File: config.mk
export PLATFORM = sky130hd
export DESIGN_NAME = axi_lite_master_p
export DESIGN_NICKNAME = d
export VERILOG_FILES = /design/src/rtl/axi_lite_master_p.sv
export SDC_FILE = /design/constraint.sdc
export NUM_CORES = 1
export LEC_CHECK = 0
export BUFFER_PORTS_ARGS = -buffer_cell sky130_fd_sc_hd__buf_2
export CORE_ASPECT_RATIO = 1.25
export CORE_MARGIN = 2
export CORE_UTILIZATION = 30
export CTS_BUF_LIST = sky130_fd_sc_hd__clkbuf_2
export DETAILED_ROUTE_END_ITERATION = 7
export MAX_ROUTING_LAYER = met4
export PLACE_DENSITY = 0.64
export SLEW_MARGIN = 20
export SYNTH_ARGS = -nofsm -noshare
export SYNTH_HDL_FRONTEND = slang
export SYNTH_SLANG_ARGS = --single-unit
File: constraint.sdc
create_clock -name aclk -period 2.2 [get_ports aclk]
set_clock_uncertainty 0.2 [all_clocks]
set_input_delay 0.33 -clock aclk [delete_from_list [all_inputs] [get_ports aclk]]
set_output_delay 0.33 -clock aclk [all_outputs]
set_load 0.02 [all_outputs]
File: src/rtl/axi_lite_master_p.sv
// AXI4-Lite master that turns single-beat application read/write commands into bus transactions.
// Independent write and read FSMs, each with its own dead-slave timeout.
module axi_lite_master_p #(
  parameter int         ADDR_W  = 32,
  parameter int         DATA_W  = 32,
  parameter logic [2:0] PROT    = 3'b000,
  parameter int         TIMEOUT = 256
) (
  input  logic                aclk,
  input  logic                aresetn,
  output logic [ADDR_W-1:0]   m_axi_awaddr,
  output logic [2:0]          m_axi_awprot,
  output logic                m_axi_awvalid,
  input  logic                m_axi_awready,
  output logic [DATA_W-1:0]   m_axi_wdata,
  output logic [DATA_W/8-1:0] m_axi_wstrb,
  output logic                m_axi_wvalid,
  input  logic                m_axi_wready,
  input  logic [1:0]          m_axi_bresp,
  input  logic                m_axi_bvalid,
  output logic                m_axi_bready,
  output logic [ADDR_W-1:0]   m_axi_araddr,
  output logic [2:0]          m_axi_arprot,
  output logic                m_axi_arvalid,
  input  logic                m_axi_arready,
  input  logic [DATA_W-1:0]   m_axi_rdata,
  input  logic [1:0]          m_axi_rresp,
  input  logic                m_axi_rvalid,
  output logic                m_axi_rready,
  input  logic                app_wen,
  input  logic [ADDR_W-1:0]   app_waddr,
  input  logic [DATA_W-1:0]   app_wdata,
  input  logic [DATA_W/8-1:0] app_wstrb,
  output logic                app_wbusy,
  output logic                app_wdone,
  output logic [1:0]          app_wresp,
  output logic                app_wtimeout,
  input  logic                app_ren,
  input  logic [ADDR_W-1:0]   app_raddr,
  output logic                app_rbusy,
  output logic                app_rdone,
  output logic [DATA_W-1:0]   app_rdata,
  output logic [1:0]          app_rresp,
  output logic                app_rtimeout
);

  localparam int CNT_W = (TIMEOUT > 0) ? $clog2(TIMEOUT + 1) : 1;
  // Expiry is taken at the edge closing the TIMEOUT-th busy cycle.
  localparam logic [CNT_W-1:0] CNT_LAST = (TIMEOUT > 0) ? CNT_W'(TIMEOUT - 1) : '0;

  typedef enum logic [1:0] {W_IDLE, W_REQ, W_RESP} w_state_t;
  typedef enum logic [1:0] {R_IDLE, R_ADDR, R_DATA} r_state_t;

  w_state_t         w_state_reg, w_state_next;
  logic             aw_pend_reg, aw_pend_next, w_pend_reg, w_pend_next;
  logic [CNT_W-1:0] w_cnt_reg;
  logic             w_accept, w_complete, w_abort;

  r_state_t         r_state_reg, r_state_next;
  logic [CNT_W-1:0] r_cnt_reg;
  logic             r_accept, r_complete, r_abort;

  assign m_axi_awprot = PROT;
  assign m_axi_arprot = PROT;

  // ---------------- write path ----------------
  assign w_accept   = (w_state_reg == W_IDLE) && app_wen;
  assign w_complete = (w_state_reg == W_RESP) && m_axi_bvalid;
  // A final handshake coinciding with expiry wins over the abort.
  assign w_abort    = (TIMEOUT != 0) && (w_state_reg != W_IDLE) &&
                      (w_cnt_reg == CNT_LAST) && !w_complete;

  always_ff @(posedge aclk or negedge aresetn) begin
    if (!aresetn) begin
      w_state_reg <= W_IDLE;
      aw_pend_reg <= 1'b0;
      w_pend_reg  <= 1'b0;
      w_cnt_reg   <= '0;
    end else begin
      w_state_reg <= w_state_next;
      aw_pend_reg <= aw_pend_next;
      w_pend_reg  <= w_pend_next;
      if (w_accept)
        w_cnt_reg <= '0;
      else if (w_state_reg != W_IDLE)
        w_cnt_reg <= w_cnt_reg + CNT_W'(1);
    end
  end

  always_comb begin
    w_state_next = w_state_reg;
    aw_pend_next = aw_pend_reg;
    w_pend_next  = w_pend_reg;
    case (w_state_reg)
      W_IDLE: if (app_wen) begin
        w_state_next = W_REQ;
        aw_pend_next = 1'b1;
        w_pend_next  = 1'b1;
      end
      W_REQ: begin
        aw_pend_next = aw_pend_reg && !m_axi_awready;
        w_pend_next  = w_pend_reg && !m_axi_wready;
        if (!aw_pend_next && !w_pend_next)
          w_state_next = W_RESP;
      end
      W_RESP: if (m_axi_bvalid) w_state_next = W_IDLE;
      default: w_state_next = W_IDLE;
    endcase
    if (w_abort) begin
      w_state_next = W_IDLE;
      aw_pend_next = 1'b0;
      w_pend_next  = 1'b0;
    end
  end

  always_comb begin
    m_axi_awvalid = 1'b0;
    m_axi_wvalid  = 1'b0;
    m_axi_bready  = 1'b0;
    app_wbusy     = 1'b0;
    case (w_state_reg)
      W_REQ: begin
        m_axi_awvalid = aw_pend_reg;
        m_axi_wvalid  = w_pend_reg;
        app_wbusy     = 1'b1;
      end
      W_RESP: begin
        m_axi_bready = 1'b1;
        app_wbusy    = 1'b1;
      end
      default: ;
    endcase
  end

  always_ff @(posedge aclk or negedge aresetn) begin
    if (!aresetn) begin
      m_axi_awaddr <= '0;
      m_axi_wdata  <= '0;
      m_axi_wstrb  <= '0;
      app_wdone    <= 1'b0;
      app_wresp    <= 2'b00;
      app_wtimeout <= 1'b0;
    end else begin
      app_wdone <= w_complete || w_abort;
      if (w_accept) begin
        m_axi_awaddr <= app_waddr;
        m_axi_wdata  <= app_wdata;
        m_axi_wstrb  <= app_wstrb;
      end
      if (w_complete) begin
        app_wresp    <= m_axi_bresp;
        app_wtimeout <= 1'b0;
      end else if (w_abort) begin
        app_wresp    <= 2'b10;
        app_wtimeout <= 1'b1;
      end
    end
  end

  // ---------------- read path ----------------
  assign r_accept   = (r_state_reg == R_IDLE) && app_ren;
  assign r_complete = (r_state_reg == R_DATA) && m_axi_rvalid;
  assign r_abort    = (TIMEOUT != 0) && (r_state_reg != R_IDLE) &&
                      (r_cnt_reg == CNT_LAST) && !r_complete;

  always_ff @(posedge aclk or negedge aresetn) begin
    if (!aresetn) begin
      r_state_reg <= R_IDLE;
      r_cnt_reg   <= '0;
    end else begin
      r_state_reg <= r_state_next;
      if (r_accept)
        r_cnt_reg <= '0;
      else if (r_state_reg != R_IDLE)
        r_cnt_reg <= r_cnt_reg + CNT_W'(1);
    end
  end

  always_comb begin
    r_state_next = r_state_reg;
    case (r_state_reg)
      R_IDLE:  if (app_ren) r_state_next = R_ADDR;
      R_ADDR:  if (m_axi_arready) r_state_next = R_DATA;
      R_DATA:  if (m_axi_rvalid) r_state_next = R_IDLE;
      default: r_state_next = R_IDLE;
    endcase
    if (r_abort) r_state_next = R_IDLE;
  end

  always_comb begin
    m_axi_arvalid = (r_state_reg == R_ADDR);
    m_axi_rready  = (r_state_reg == R_DATA);
    app_rbusy     = (r_state_reg != R_IDLE);
  end

  always_ff @(posedge aclk or negedge aresetn) begin
    if (!aresetn) begin
      m_axi_araddr <= '0;
      app_rdone    <= 1'b0;
      app_rdata    <= '0;
      app_rresp    <= 2'b00;
      app_rtimeout <= 1'b0;
    end else begin
      app_rdone <= r_complete || r_abort;
      if (r_accept)
        m_axi_araddr <= app_raddr;
      if (r_complete) begin
        app_rdata    <= m_axi_rdata;
        app_rresp    <= m_axi_rresp;
        app_rtimeout <= 1'b0;
      end else if (r_abort) begin
        app_rdata    <= '0;
        app_rresp    <= 2'b10;
        app_rtimeout <= 1'b1;
      end
    end
  end

endmodule

==> out/qor.txt <==
Outcome -> complete, but fails checks
Failing checks -> negative setup slack
Crit end category -> flip-flop
Die Height -> 168 um
Vias in the first global route -> 5,818
Max Cap Viol -> 0
Vias per Instance -> 4.46
Initial Utilization -> 30.3%
Worst setup margin -> -19.9 ps
Instance area at placement -> 8400 sq um
Crit Path Max Fanout -> 3
NetSw -> 5480 uW
Post-synth top flop -> dfrtp_1
Fraction of registers with async set/reset -> 100%
Data required, critical path -> 2630 ps
Top-Level Pins -> 298
DR vias -> 5,392
Max Root-Sink Buffers -> 2
Dpl hpwl -> 11,300 um
Root Driver -> clkbuf_2
Final period util -> 101%
Clock Power Share -> 13.5%
Routability cong. -> 0.741
CTS Buf Count -> 17
Die W -> 135 um
Die ar. -> 22,800 sq um
Area grow syn2layout -> 61.2%
Gr usage total -> 15.9%
Reg clk slew, reported paths -> 270 ps
Post-layout nets -> 1,070
Core area -> 21,400 sq um
Worst min path class -> input port to flip-flop
Setup_tns -> -19.9 ps
Iter 0 DRT Violations -> 140
Post-route cell area -> 10,400 sq um
Final Hold Vio Count -> 0
WL per Instance -> 14.7 um
TritonCTS clock tree -> built
Syn Inst Count -> 443
Skew-Pair Late Insertion Delay -> 710 ps
Combinational Power Share -> 48.9%
Worst Setup Path Type -> flip-flop to flip-flop
Register bit count reported by yosys -> 164
EDFF count, synth -> 0
Syn_area_per_cell -> 14.6 sq um
Hold WS -> 141 ps
VDD IR-drop max -> 0.679 mV
Largest net degree at the start of global routing -> 45
Sw frac -> 40.4%
Initial antenna violation count -> 1
Sequential fraction of the synthesis area -> 63.3%
Final slew viol count -> 0
RSZ-0062 raised after global routing -> true
GR Overflow Total -> 0
Port bufs -> 291
Final setup violation count -> 1
Peak Freq -> 0.450 GHz
Layout cells sized above 1 -> 50.9%
Netlist cell types -> 42
Synthesis warning total -> 0
H-tree levels -> 4
CTS sink cnt -> 164
ANT nets after route -> 0
Place WS -> -3.99 ps
Minimum clock period -> 2220 ps
P_int -> 8080 uW
Drt total wl -> 17,800 um
Worst setup SP type -> flip-flop
# DRC -> 0
WP data arrival -> 2650 ps
Worst-margin pin slew -> 517 ps
Slew margin rel. -> 65.5%
Sequential share of power -> 37.6%
Mapped cell area -> 6480 sq um
Site row count -> 60
Initial DRT Pass Iterations -> 4
Power Density -> 1300 nW/um^2
Static Leak -> 0.00512 uW
First-pass GRT wire length -> 27,900 um
==> final timing paths <==
kind                                 from  depth (start not counted)  slack, ps              end
setup / recovery             w_cnt_reg[0]                          9        -20   w_state_reg[0]
hold / removal             m_axi_rdata[3]                          3        140     app_rdata[3]
setup reg to reg             w_cnt_reg[0]                          9        -20   w_state_reg[0]
hold reg to reg              r_cnt_reg[6]                          1        290     r_cnt_reg[6]
max in group asynchronous         aresetn                          4       1010    app_rdata[11]
min in group asynchronous         aresetn                          4        540  m_axi_awaddr[8]
==> layout make-up <==
| class | count | area [sq um] |
|---|---|---|
| antenna | 1 | 2.50 |
| clock buffer | 18 | 90.1 |
| clock inverter | 14 | 190 |
| fill | 1845 | 10900 |
| inverter | 10 | 42.5 |
| multi-input combinational | 249 | 2310 |
| sequential | 164 | 4110 |
| tap | 279 | 349 |
| timing repair buffer | 474 | 3350 |
==> metrics by stage <==
| stage | std cells | total power [uW] | util, % |
|---|---|---|---|
| after floorplan | 448 | 8920 | - |
| after global placement | 1009 | 10900 | 39.2 |
| after detailed placement | 1009 | 11100 | 39.2 |
| after CTS | 1206 | 13600 | 48.7 |
| after global routing | 1209 | 14400 | 48.8 |
| final | 1209 | 13600 | 48.8 |
==> repair_timing <==
item | 4_1_cts | 5_1_grt
hold buffers | 154 | 0
buffers inserted | 11 | 2
endpoints found under the hold margin | 321 | 0
setup endpoints to repair | 8 | 14
gates resized for setup | 28 | 4
pin swaps | 5 | 2
==> worst max-delay path, stage by stage (launching register included) <==
cell and delay [ps]:
dfrtp_1 410, ha_2 190, and3_4 180, and3_4 170
and3_4 190, ha_4 140, nand2b_4 60, a31oi_4 140
o21a_1 180, mux2_4 300
==> logic make-up (layout without fill, tap and decap cells) <==
kind of cell               after synthesis  count (layout)  share of synthesized area, %
and+or+nand+nor                         57              57                          5.00
DFF                                    164             164                          63.3
xor gates and xnor gates                 2               2                         0.270
buffers and inverters                   35             516                          3.24
muxes                                  105             105                          18.2
adders and majority gates                9               9                          1.74
AOI/OAI and AO/OA                       70              70                          8.17
other                                    1               7                        0.0579
==> layout by cell type, fill, tap and decap left out, drive strengths merged, types with 2 or more instances in the layout <==
master	instances
a21oi	5
a22o	36
a31oi	2
and2	3
and3	4
buf	321
bufinv	3
clkbuf	18
clkinv	3
conb	6
dfrtp	164
dlygate4sd3	153
ha	9
inv	17
mux2	101
mux2i	4
nand2	16
nand2b	2
nand3	6
nand3b	5
nand4	5
nor2	6
nor2b	6
nor3b	2
o211ai	2
o21a	2
o21ai	13
o21bai	3
o31ai	3
==> layer usage <==
metal | wire [um] | track usage (%) | up-vias
met5 | 0 | - | -
met4 | 395 | 5.80 | 0
met3 | 1200 | 4.03 | 23
met2 | 9100 | 28.1 | 249
met1 | 7060 | 17.3 | 2602
li1 | - | - | 2518
==> power groups by stage <==
stage / registers, uW / clock network (uW) / logic (uW)
after global routing: 5250 / 2060 / 7110
after floorplan: 6600 / 0 / 2330
after detailed placement: 5110 / 0 / 5950
after CTS: 5070 / 1930 / 6610
after global placement: 5090 / 0 / 5850
final: 5100 / 1830 / 6640
==> cell usage after synthesis, types with 2 or more instances <==
cell type	instances	area [sq um]
a21oi_1	5	25.0
a22o_1	36	315
a31oi_1	2	12.5
and2_1	3	18.8
and3_1	4	25.0
buf_2	9	45.0
buf_4	12	90.1
buf_6	3	33.8
dfrtp_1	164	4100
ha_1	9	113
inv_1	9	33.8
mux2_1	6	67.6
mux2_2	95	1070
mux2i_1	4	40.0
nand2_1	15	56.3
nand2b_1	2	12.5
nand3_1	6	30.0
nand3b_1	5	37.5
nand4_1	5	31.3
nor2_1	5	18.8
nor2b_1	5	31.3
nor3b_1	2	15.0
o211ai_1	2	15.0
o21a_1	2	15.0
o21ai_0	12	60.1
o21bai_1	3	22.5
o31ai_1	3	22.5
Note: power is estimated with default switching activity, not from simulation.
